**config.mk**
```make
export PLATFORM = sky130hd
export DESIGN_NAME = fpga_config_loader
export DESIGN_NICKNAME = d
export VERILOG_FILES = /design/src/rtl/fpga_config_loader_pkg.sv /design/src/rtl/fpga_config_loader_piso.sv /design/src/rtl/fpga_config_loader.sv
export SDC_FILE = /design/constraint.sdc
export NUM_CORES = 1
export LEC_CHECK = 0
export ABC_AREA = 1
export CORE_UTILIZATION = 52
export DETAILED_ROUTE_END_ITERATION = 12
export PLACE_DENSITY = 0.81
export SYNTH_ARGS = -nofsm -noshare
export SYNTH_HDL_FRONTEND = slang
export SYNTH_HIERARCHICAL = 1
export SYNTH_SLANG_ARGS = --single-unit
```
**constraint.sdc**
```tcl
create_clock -name clk -period 3.3 [get_ports clk]
set_input_delay 0.66 -clock clk [delete_from_list [all_inputs] [get_ports clk]]
set_output_delay 0.66 -clock clk [all_outputs]
set_load 0.05 [all_outputs]
```
**src/rtl/fpga_config_loader_pkg.sv**
```systemverilog
`default_nettype none
// ============================================================================
//  Module      : fpga_config_loader_pkg
//  Description : Shared state encoding and width helpers for the fabric
//                configuration loader.
//  Revision    : 1.0 - initial release
// ============================================================================
package fpga_config_loader_pkg;

    // Loader sequencing states, 3-bit encoding shared with fabric-side logic
    typedef enum logic [2:0] {
        ST_IDLE  = 3'd0,
        ST_WAIT  = 3'd1,
        ST_SHIFT = 3'd2,
        ST_LATCH = 3'd3,
        ST_DONE  = 3'd4,
        ST_ERROR = 3'd5
    } state_t;

    // Width of the chain bit counter: must hold the value CHAIN_LEN itself
    function automatic int cnt_width(input int chain_len);
        return $clog2(chain_len + 1);
    endfunction

    // Width of the per-word bit counter: must hold the value WORD_W itself
    function automatic int bit_width(input int word_w);
        return $clog2(word_w + 1);
    endfunction

endpackage
`default_nettype wire

```
**src/rtl/fpga_config_loader_piso.sv**
```systemverilog
`default_nettype none
// ============================================================================
//  Module      : fpga_config_loader_piso
//  Description : Word-wide parallel-in / serial-out shifter, LSB first, with
//                a per-word bit counter that flags the last useful bit.
//  Revision    : 1.0 - initial release
// ============================================================================
module fpga_config_loader_piso
    import fpga_config_loader_pkg::*;
#(
    parameter int WORD_W = 8,
    parameter int BIT_W  = bit_width(WORD_W)
) (
    input  logic              clk,
    input  logic              rst,
    input  logic              i_load,
    input  logic [WORD_W-1:0] i_data,
    input  logic [BIT_W-1:0]  i_nbits,
    input  logic              i_shift,
    output logic              o_sdo,
    output logic              o_last
);

    logic [WORD_W-1:0] r_shreg;
    logic [BIT_W-1:0]  r_cnt;
    logic [BIT_W-1:0]  r_nbits;

    // Load a fresh word (restarting the bit count) or shift one bit out
    always_ff @(posedge clk) begin
        if (rst) begin
            r_shreg <= '0;
            r_cnt   <= '0;
            r_nbits <= '0;
        end else if (i_load) begin
            r_shreg <= i_data;
            r_cnt   <= '0;
            r_nbits <= i_nbits;
        end else if (i_shift) begin
            r_shreg <= r_shreg >> 1;
            r_cnt   <= r_cnt + BIT_W'(1);
        end
    end

    assign o_sdo  = r_shreg[0];
    // Only the low nbits of a word reach the chain; the rest are dropped
    assign o_last = ((r_cnt + BIT_W'(1)) == r_nbits);

endmodule
`default_nettype wire

```
**src/rtl/fpga_config_loader.sv**
```systemverilog
`default_nettype none
// ============================================================================
//  Module      : fpga_config_loader
//  Description : Accepts a host bitstream, serialises it into the fabric
//                config scan chain, checks its length, commits it with a
//                latch pulse and then releases the fabric pads.
//  Revision    : 1.0 - initial release
// ============================================================================
module fpga_config_loader
    import fpga_config_loader_pkg::*;
#(
    parameter int WORD_W    = 8,
    parameter int CHAIN_LEN = 64
) (
    input  logic              clk,
    input  logic              rst,
    input  logic              start,
    input  logic              abort,
    input  logic              s_valid,
    input  logic [WORD_W-1:0] s_data,
    input  logic              s_last,
    output logic              s_ready,
    output logic              cfg_clk_en,
    output logic              cfg_sdo,
    output logic              cfg_latch,
    output logic              fabric_en,
    output logic              busy,
    output logic              done,
    output logic              error
);

    localparam int c_CNT_W = cnt_width(CHAIN_LEN);
    localparam int c_BIT_W = bit_width(WORD_W);

    state_t               r_state;
    logic [c_CNT_W-1:0]   r_bit_cnt;

    logic [31:0]          w_cnt_ext;
    logic [31:0]          w_remain;
    logic                 w_fin;
    logic                 w_len_bad;
    logic                 w_chain_full;
    logic [c_BIT_W-1:0]   w_nbits;
    logic                 w_accept;
    logic                 w_piso_sdo;
    logic                 w_word_done;

    // Length bookkeeping done in 32 bits so WORD_W may exceed CHAIN_LEN
    assign w_cnt_ext    = 32'(r_bit_cnt);
    assign w_remain     = 32'(CHAIN_LEN) - w_cnt_ext;
    assign w_fin        = (w_cnt_ext + 32'(WORD_W)) >= 32'(CHAIN_LEN);
    assign w_len_bad    = (s_last != w_fin);
    assign w_chain_full = (w_cnt_ext + 32'd1) == 32'(CHAIN_LEN);
    assign w_nbits      = (w_remain >= 32'(WORD_W)) ? c_BIT_W'(WORD_W)
                                                    : c_BIT_W'(w_remain);
    assign w_accept     = (r_state == ST_WAIT) && s_valid;

    fpga_config_loader_piso #(
        .WORD_W (WORD_W),
        .BIT_W  (c_BIT_W)
    ) u_piso (
        .clk     (clk),
        .rst     (rst),
        .i_load  (w_accept),
        .i_data  (s_data),
        .i_nbits (w_nbits),
        .i_shift (r_state == ST_SHIFT),
        .o_sdo   (w_piso_sdo),
        .o_last  (w_word_done)
    );

    // Pass sequencer: abort overrides everything but rst, start only from rest states
    always_ff @(posedge clk) begin
        if (rst) begin
            r_state   <= ST_IDLE;
            r_bit_cnt <= '0;
        end else if (abort) begin
            r_state <= ST_IDLE;
        end else begin
            case (r_state)
                ST_IDLE: begin
                    if (start) begin
                        r_state   <= ST_WAIT;
                        r_bit_cnt <= '0;
                    end
                end
                ST_WAIT: begin
                    // A word failing the length check is never shifted
                    if (s_valid) begin
                        r_state <= w_len_bad ? ST_ERROR : ST_SHIFT;
                    end
                end
                ST_SHIFT: begin
                    r_bit_cnt <= r_bit_cnt + c_CNT_W'(1);
                    if (w_word_done) begin
                        r_state <= w_chain_full ? ST_LATCH : ST_WAIT;
                    end
                end
                ST_LATCH: begin
                    r_state <= ST_DONE;
                end
                ST_DONE, ST_ERROR: begin
                    if (start) begin
                        r_state   <= ST_WAIT;
                        r_bit_cnt <= '0;
                    end
                end
                default: begin
                    r_state <= ST_IDLE;
                end
            endcase
        end
    end

    // Every output is a pure decode of registered state
    assign s_ready    = (r_state == ST_WAIT);
    assign cfg_clk_en = (r_state == ST_SHIFT);
    assign cfg_sdo    = (r_state == ST_SHIFT) && w_piso_sdo;
    assign cfg_latch  = (r_state == ST_LATCH);
    assign fabric_en  = (r_state == ST_DONE);
    assign done       = (r_state == ST_DONE);
    assign error      = (r_state == ST_ERROR);
    assign busy       = (r_state == ST_WAIT) || (r_state == ST_SHIFT) ||
                        (r_state == ST_LATCH);

endmodule
`default_nettype wire

```
**Word-level counts from Yosys, hierarchy flattened**

Cells that the tools add are included.

- Bits in registers: 26
- Input bits: 14
- Word-level logic and storage cells: 47

- $add $sub $neg: 5
- Order comparisons: 2
- Equality and inequality tests: 11
- Mux-type cells: 11
- Bitwise logic cells: 1
- Reductions and logical operators: 12

Operator list:

| cell | count |
|---|---|
| 32-bit by 4-bit >= comparator with 1-bit output, second input constant | 1 |
| 8-bit two-way mux | 2 |
| 7-bit one-hot mux with 2 select lines | 1 |
| 3-bit two-way mux | 4 |
| 3-bit one-hot mux with 4 select lines | 1 |
| 7-bit by 1-bit adder with 8-bit output, second input constant | 1 |
| 7-bit by 4-bit adder with 8-bit output, second input constant | 1 |
| 8-bit by 7-bit equality test with 1-bit output, second input constant | 1 |
| 8-bit by 7-bit >= comparator with 1-bit output, second input constant | 1 |
| 7-bit by 7-bit subtractor with 8-bit output, first input constant | 1 |
| 7-bit by 1-bit adder with 7-bit output, second input constant | 1 |
| 7-bit two-way mux | 1 |
| 3-bit by 2-bit equality test with 1-bit output, second input constant | 2 |
| 3-bit equality test, second input constant | 2 |
| 3-bit AND reduction | 2 |
| 4-bit by 1-bit adder with 4-bit output, second input constant | 1 |
| 4-bit equality test | 1 |
| 4-bit two-way mux | 1 |
| 2-bit by 1-bit inequality test with 1-bit output, second input constant | 2 |
| 2-bit nonzero test | 2 |
| 2-bit OR reduction | 2 |
| 3-bit by 1-bit equality test with 1-bit output, second input constant | 1 |
| 3-bit zero test | 1 |
| 3-bit OR reduction | 1 |
| 6 further kinds | 8 |

**Depth between registers and ports, before layout**

Gate-level depths: netlist of run 1.

- Word-level depth: 6
- Gate-level depth with buffers: 11
- Gate-level depth less buffers: 11

**Modules after synthesis**

The synthesis of run 1 kept the hierarchy.

Modules (own cells, without submodules):

| module | times used | cells an instance | area each (µm²) | seq. area each (µm²) |
|---|---|---|---|---|
| fpga_config_loader | 1 | 151 | 987.2 | 200.2 |
| fpga_config_loader_piso | 1 | 114 | 770.7 | 320.3 |

**Worst setup path after synthesis of run 1**

OpenSTA, ideal clock, no wires.

- Kind: register -> output
- From: reg r_state[2]
- To: out fabric_en
- Arrival time: 1910 ps
- Data required time: 2640 ps
- Slack: 730 ps
- Stages on the path, launching flop included: 4
- Buffers on the path: 1
- Cell sequence: dfxtp_1 -> inv_2 -> nor3_1 -> buf_4

- Longest elaborated chain between the ends: 1

RTL lines:

| item | line | RTL |
|---|---|---|
| start: declaration | fpga_config_loader.sv:35 | `state_t r_state;` |
| start signal: assignment | fpga_config_loader.sv:90 | `r_state <= w_len_bad ? ST_ERROR : ST_SHIFT;` |
| start signal: assignment | fpga_config_loader.sv:96 | `r_state <= w_chain_full ? ST_LATCH : ST_WAIT;` |
| 3-bit equality test | -- |  |
| end: declaration | fpga_config_loader.sv:26 | `output logic fabric_en,` |

Every way passes these cells.

**Worst setup path in the final report of run 1**

- From: reg r_state[2]
- To: out cfg_clk_en

- Longest elaborated chain between the ends: 1

RTL lines:

| item | line | RTL |
|---|---|---|
| 3-bit by 2-bit equality test with 1-bit output | fpga_config_loader.sv:117 | `assign cfg_clk_en = (r_state == ST_SHIFT);` |
| end: declaration | fpga_config_loader.sv:23 | `output logic cfg_clk_en,` |

Every way passes these cells.

==> results of run 1 <==
[state kept, by name, summed over array words and instances, names as in the netlist]
signal          flops
r_state             3
u_piso/r_nbits      4
r_bit_cnt           7
u_piso/r_cnt        4
u_piso/r_shreg      8
[power groups by stage]
stage                     logic (mW)  registers, mW  clock network, mW
after CTS                     0.0915          0.327              0.234
after detailed placement      0.0911          0.333                  0
after global placement        0.0896          0.333                  0
after floorplan               0.0591          0.332                  0
after global routing          0.0999          0.328              0.243
final                         0.0908          0.327              0.231
[worst register-to-register path, cell delays in order, from the launching register on]
cell	delay, ps
dfxtp_1	550
clkinv_2	120
ha_1	210
nand4_1	110
nand3_1	80
o21ai_1	110
nand4_2	150
nor3b_2	180
o21ai_0	120
a21oi_1	140
[per-layer routing]
layer,global-route usage,vias to the layer above,part of all wire
met2,0.369,39,0.48
met1,0.273,751,0.47
met3,0.0195,6,0.031
li1,-,874,-
met5,0,-,0
met4,0.120,0,0.023
[stage by stage]
stage,total power [mW],utilization
floorplan,0.391,-
global placement,0.423,0.630
detailed placement,0.424,0.630
CTS,0.652,0.647
global route,0.671,0.647
finish,0.649,0.647
[placed cells by master, fill, tap and decap left out, types with 2 or more instances in the layout]
cell	synthesis	final
clkdlybuf4s50_1	0	21
inv_2	10	10
nor2_2	2	2
nor2_1	18	18
inv_1	30	30
nand2_2	4	4
clkbuf_4	0	3
o21ai_1	3	3
a21oi_2	2	2
a31oi_1	3	3
o21ai_2	2	2
a21oi_1	17	17
nand4_1	7	7
o21ai_0	5	5
buf_4	2	2
nor2_4	2	2
ha_1	7	7
nand3_2	2	2
nand2_1	83	83
dfxtp_1	26	26
nor3_1	2	2
nand3_1	18	18
[worst max-delay path by stage]
stage / end / slack [ps] / cells past startpoint
floorplan: fabric_en / 730 / 3
global placement: cfg_clk_en / 1030 / 4
detailed placement: cfg_clk_en / 980 / 4
CTS: cfg_clk_en / 580 / 4
global route: cfg_clk_en / 480 / 4
finish: cfg_clk_en / 580 / 4
[cell type report]
type | count | area (um^2)
Multi-Input combinational cell | 190 | 1010
Fill cell | 290 | 1100
Tap cell | 44 | 55.1
Inverter | 42 | 161
Clock buffer | 3 | 22.5
Sequential cell | 26 | 520
Timing Repair Buffer | 23 | 225
Clock inverter | 1 | 30.0
[cell families after synthesis]
| group | share of synthesized area |
|---|---|
| buffers and inverters | 0.130 |
| AOI/OAI and AO/OA | 0.122 |
| and+or+nand+nor | 0.391 |
| DFF | 0.296 |
| xor gates and xnor gates | 0.00997 |
| adders and majority gates | 0.0498 |
==> run summary, run 1 <==
Run status - complete, no violations
Average size of a mapped cell - 6.63 um^2
H-tree levels - 1
Combinational power share - 0.140
Final worst slack - 583 ps
Buffer and inverter count on the worst path - 3
Final setup vio count - 0
Worst R2R Setup Slack - 1480 ps
Setup Buffers After CTS - 0
Root Buffer - clkbuf_4
Antenna cells - 0
TritonCTS Buffers - 3
Cell Int Power - 0.483 mW
Worst Setup Path Type - reg -> out
Nets in the synthesized netlist - 286
Synth area leader - dfxtp_1
Mapped cell area - 1760 um^2
Most frequent cell after synthesis - nand2_1
DR DRC count - 0
Routed WL - 3530 um
Rel. slew slack - 0.668
CP endpoint kind - output port
Site Rows - 20
Area after DPL - 1970 um^2
Clock share of power - 0.357
TritonCTS clock tree - built
CTS max path bufs - 2
Nature of the critical path startpoint - register
Synth warn - 6
Worst r2r src - r_bit_cnt[3]
Via count - 1,670
Final Non-Filler Cells - 329
Die X - 60.1 um
Cell area after layout - 2020 um^2
Final hold violation count - 0
Switching Share - 0.256
Post_cts resized - 0
Iteration-0 DRC Markers - 68
Post-synth EDFFs - 0
Synth cell count leaders - 83 x nand2_1, 30 x inv_1, 26 x dfxtp_1, 18 x nand3_1, 18 x nor2_1
Top post-synthesis cells by area - dfxtp_1 30%, nand2_1 18%, inv_1 6.4%
Wire per inst - 10.7 um
Vias per Instance - 5.08
Share of the synthesized area in the top cell type - 0.296
Crit-path cells - inv_2 -> nand3_1 -> inv_1 -> clkdlybuf4s50_1
I/O pin count - 22
CTS sink cnt - 26
Worst-path maximum fanout - 7
Largest net degree at the start of global routing - 16
Power density cells - 321 nW/um^2
Max Slew Vio Count - 0
First-pass GRT wire length - 5910 um
Hold Crit Class - reg -> reg
DRT Pass-1 Iters - 4
Part of the power in registers - 0.503
Vias in the first global route - 1,428
Required time of the critical path - 2640 ps
Peak supply drop - 0.164 mV
FF+latch count, synth - 26
Worst Max-Slew Pin Slew - 497 ps
Critical path's top delay family - buffers and inverters
Reg2reg end - u_piso/r_nbits[2]
Antenna violation net count after detailed routing - 0
Worst Clk Skew - 6.69 ps
Worst-path clk slew - 160 ps
Net count, final - 307
CP max-delay cell - clkdlybuf4s50_1
Die area - 3620 um^2
Seq/Total Area, Yosys - 0.296
Synth-to-layout area growth - 15.1%
PortBufs - 21
Die height - 60.1 um
Net switching power - 0.166 mW
All-layer global routing usage - 0.219
GRT overflow - 0
Setup TNS - 0 ps
Hold Path Stages - 2
Cells after DPL - 325
Max Clk Rate - 0.368 GHz
Worst Setup SP - r_state[2]
Antenna violations before repair - 0
R2R depth - 9
Hold Slack - 481 ps
Max incr delay on CP - 840 ps
Hold_buf cts - 0
Distinct cells, synth - 38
Crit path DAT - 2060 ps
Asr flop ratio synth - 0
Unrepaired setup endpoints after global routing - false
GP Congestion - 0.826
Main synth FF type - dfxtp_1
Worst Min Path Start - u_piso/r_shreg[7]
Initial Util - 0.562
Post-DP HPWL - 2670 um
Post-Syn Instances - 265
Core area - 3130 um^2
Pleak - 0.834 nW
Worst skew pair latency - 350 ps
Max-cap violations - 0
Fin crit share - 0.823
Min-Delay Endpoint - u_piso/r_shreg[7]
Fin crit period - 2720 ps
Setup WS pre-CTS - 984 ps
Share of layout cells above drive strength 1 - 0.140
Power figures use the tool's default switching activity.
==> run 2: changes to the inputs <==
clock period = 2.6 ns   (was 3.3 ns; I/O delays follow)
==> run 2 against run 1 <==
Net effect:
- non-clock buffer count unchanged
- cell count did not move
- first-iteration DRC count grew 47%
- clock skew about the same
- total power rose by 27%
- routed wire length shrank 0.17%
- critical path depth unchanged
- sequential cell count did not move
- via count fell by 2.2%
- global-route usage up 0.40 points
- final area grew 0.25%
- highest routed layer unchanged
==> run summary, run 2 (same netlist as run 1, synthesis figures left out) <==
Max Slew Vio Count - 0 (unchanged)
Fin crit period - 2450 ps
WL met3 - 110 um (+1.9%)
Final hold violation count - 0 (unchanged)
Regs by FF count - u_piso/r_shreg: 8 flops, r_bit_cnt: 7 flops
Via count - 1,634 (-2.2%)
CTS sink cnt - 26 (unchanged)
Setup WS pre-CTS - 412 ps (-571 ps)
Power density cells - 405 nW/um^2 (+26%)
Synth-to-layout area growth - 15.4%
Fin crit share - 0.942
GRT overflow - 0 (unchanged)
Vias per Instance - 4.97 (-2.2%)
Share of layout cells above drive strength 1 - 0.140 (unchanged)
I/O pin count - 22 (unchanged)
Routed WL - 3530 um (-0.17%)
Site Rows - 20 (unchanged)
Crit-path cells - inv_2 -> nand3_1 -> nor2_1 -> clkdlybuf4s50_1
Max Clk Rate - 0.408 GHz
CP endpoint kind - output port
Unrepaired setup endpoints after global routing - false
Worst-path maximum fanout - 4 (-3)
Run status - complete, no violations
Hold_buf cts - 0 (unchanged)
Met2 Wirelength - 1690 um (-0.59%)
Net count, final - 307 (unchanged)
Largest net degree at the start of global routing - 16 (unchanged)
All-layer global routing usage - 0.223 (+0.00404)
Crit path DAT - 1930 ps (-130 ps)
Worst Max-Slew Pin Slew - 498 ps (+1.12 ps)
Core area - 3130 um^2 (unchanged)
Top reg by flops - u_piso/r_shreg
Rel. slew slack - 0.667 (about the same)
Vias in the first global route - 1,430 (+0.14%)
CTS max path bufs - 2 (unchanged)
Antenna cells - 0 (unchanged)
Final worst slack - 150 ps (-434 ps)
Peak supply drop - 0.251 mV (+54%)
Total chip power - 0.822 mW (+27%)
Wire per inst - 10.7 um (-0.17%)
H-tree levels - 1 (unchanged)
Antenna violations before repair - 0 (unchanged)
Worst Clk Skew - 6.54 ps (-0.152 ps)
Area after DPL - 1970 um^2 (unchanged)
Post-DP HPWL - 2570 um (-3.9%)
Antenna violation net count after detailed routing - 0 (unchanged)
Pleak - 0.869 nW (+4.2%)
Worst skew pair latency - 340 ps (about the same)
DR DRC count - 0 (unchanged)
Most frequent cells in the layout - 83 x nand2_1, 30 x inv_1, 26 x dfxtp_1, 19 x clkdlybuf4s50_1
Worst Setup Path Type - reg -> out
Cell area after layout - 2030 um^2 (+0.25%)
Die height - 60.1 um (unchanged)
Hold Crit Class - reg -> reg
First-pass GRT wire length - 6180 um (+4.5%)
Die area - 3620 um^2 (unchanged)
Required time of the critical path - 2080 ps (-560 ps)
Max incr delay on CP - 810 ps (-30 ps)
TritonCTS clock tree - built
PortBufs - 21 (unchanged)
Nature of the critical path startpoint - register
DRT Pass-1 Iters - 4 (unchanged)
Setup TNS - 0 ps (unchanged)
Max-cap violations - 0 (unchanged)
Worst-path clk slew - 160 ps (about the same)
TritonCTS Buffers - 3 (unchanged)
Final setup vio count - 0 (unchanged)
Initial Util - 0.562 (unchanged)
Met1 WL - 1700 um (+3.0%)
CP max-delay cell - clkdlybuf4s50_1
Iteration-0 DRC Markers - 100 (+47%)
Die X - 60.1 um (unchanged)
Max FFs per register - 8 (unchanged)
Root Buffer - clkbuf_4
GP Congestion - 0.825 (about the same)
Most common cell after layout, fill and taps aside - nand2_1
Top layer in use - met4
[run 2: cell types whose count changed in the layout (fill, tap and decap cells not counted)]
cell / delta
clkdlybuf4s50_1: -2
dlymetal6s2s_1: +2
[run 2: area by class of cell]
type,instances,area (um^2)
inverter,42,161
clock inverter,1,30.0
sequential,26,520
tap,44,55.1
multi-input combinational,190,1010
fill,282,1100
clock buffer,3,22.5
timing repair buffer,23,230
[run 2: repair_timing]
action | CTS | global route
buffers inserted | 0 | 0
setup endpoints to repair | 0 | 2
gates resized for setup | 0 | 2
[run 2: power breakdown]
group / internal [mW] / leakage, nW / switching [mW]
logic: 0.0487 / 0.630 / 0.0664
registers: 0.408 / 0.210 / 0.00643
clock network: 0.156 / 0.0279 / 0.137
[run 2: final timing paths]
kind	slack (ps)	start	cells after the start	end
setup / recovery	150	r_state[2]	4	cfg_sdo
hold / removal	480	u_piso/r_shreg[7]	2	u_piso/r_shreg[7]
setup reg to reg	780	r_bit_cnt[3]	9	u_piso/r_nbits[0]
hold reg to reg	480	u_piso/r_shreg[7]	2	u_piso/r_shreg[7]
[run 2: through the flow]
step | util | std cells | hold slack (ps)
6_report | 0.648 | 329 | 478
5_1_grt | 0.648 | 329 | 498
4_1_cts | 0.647 | 329 | 483
3_5_place_dp | 0.630 | 325 | 463
3_3_place_gp | 0.630 | 325 | 454
2_1_floorplan | - | 265 | 435
[run 2: metal layers]
layer,up-vias,GRT usage
met5,-,0
met4,0,0.0698
met3,4,0.0195
met2,34,0.375
met1,718,0.299
li1,878,-
[run 2: worst max-delay path, delay by kind of cell, from the launching register on]
kind	cells	cell delay, ps
buf+inv	2	900
flops	1	380
simple gates	2	310
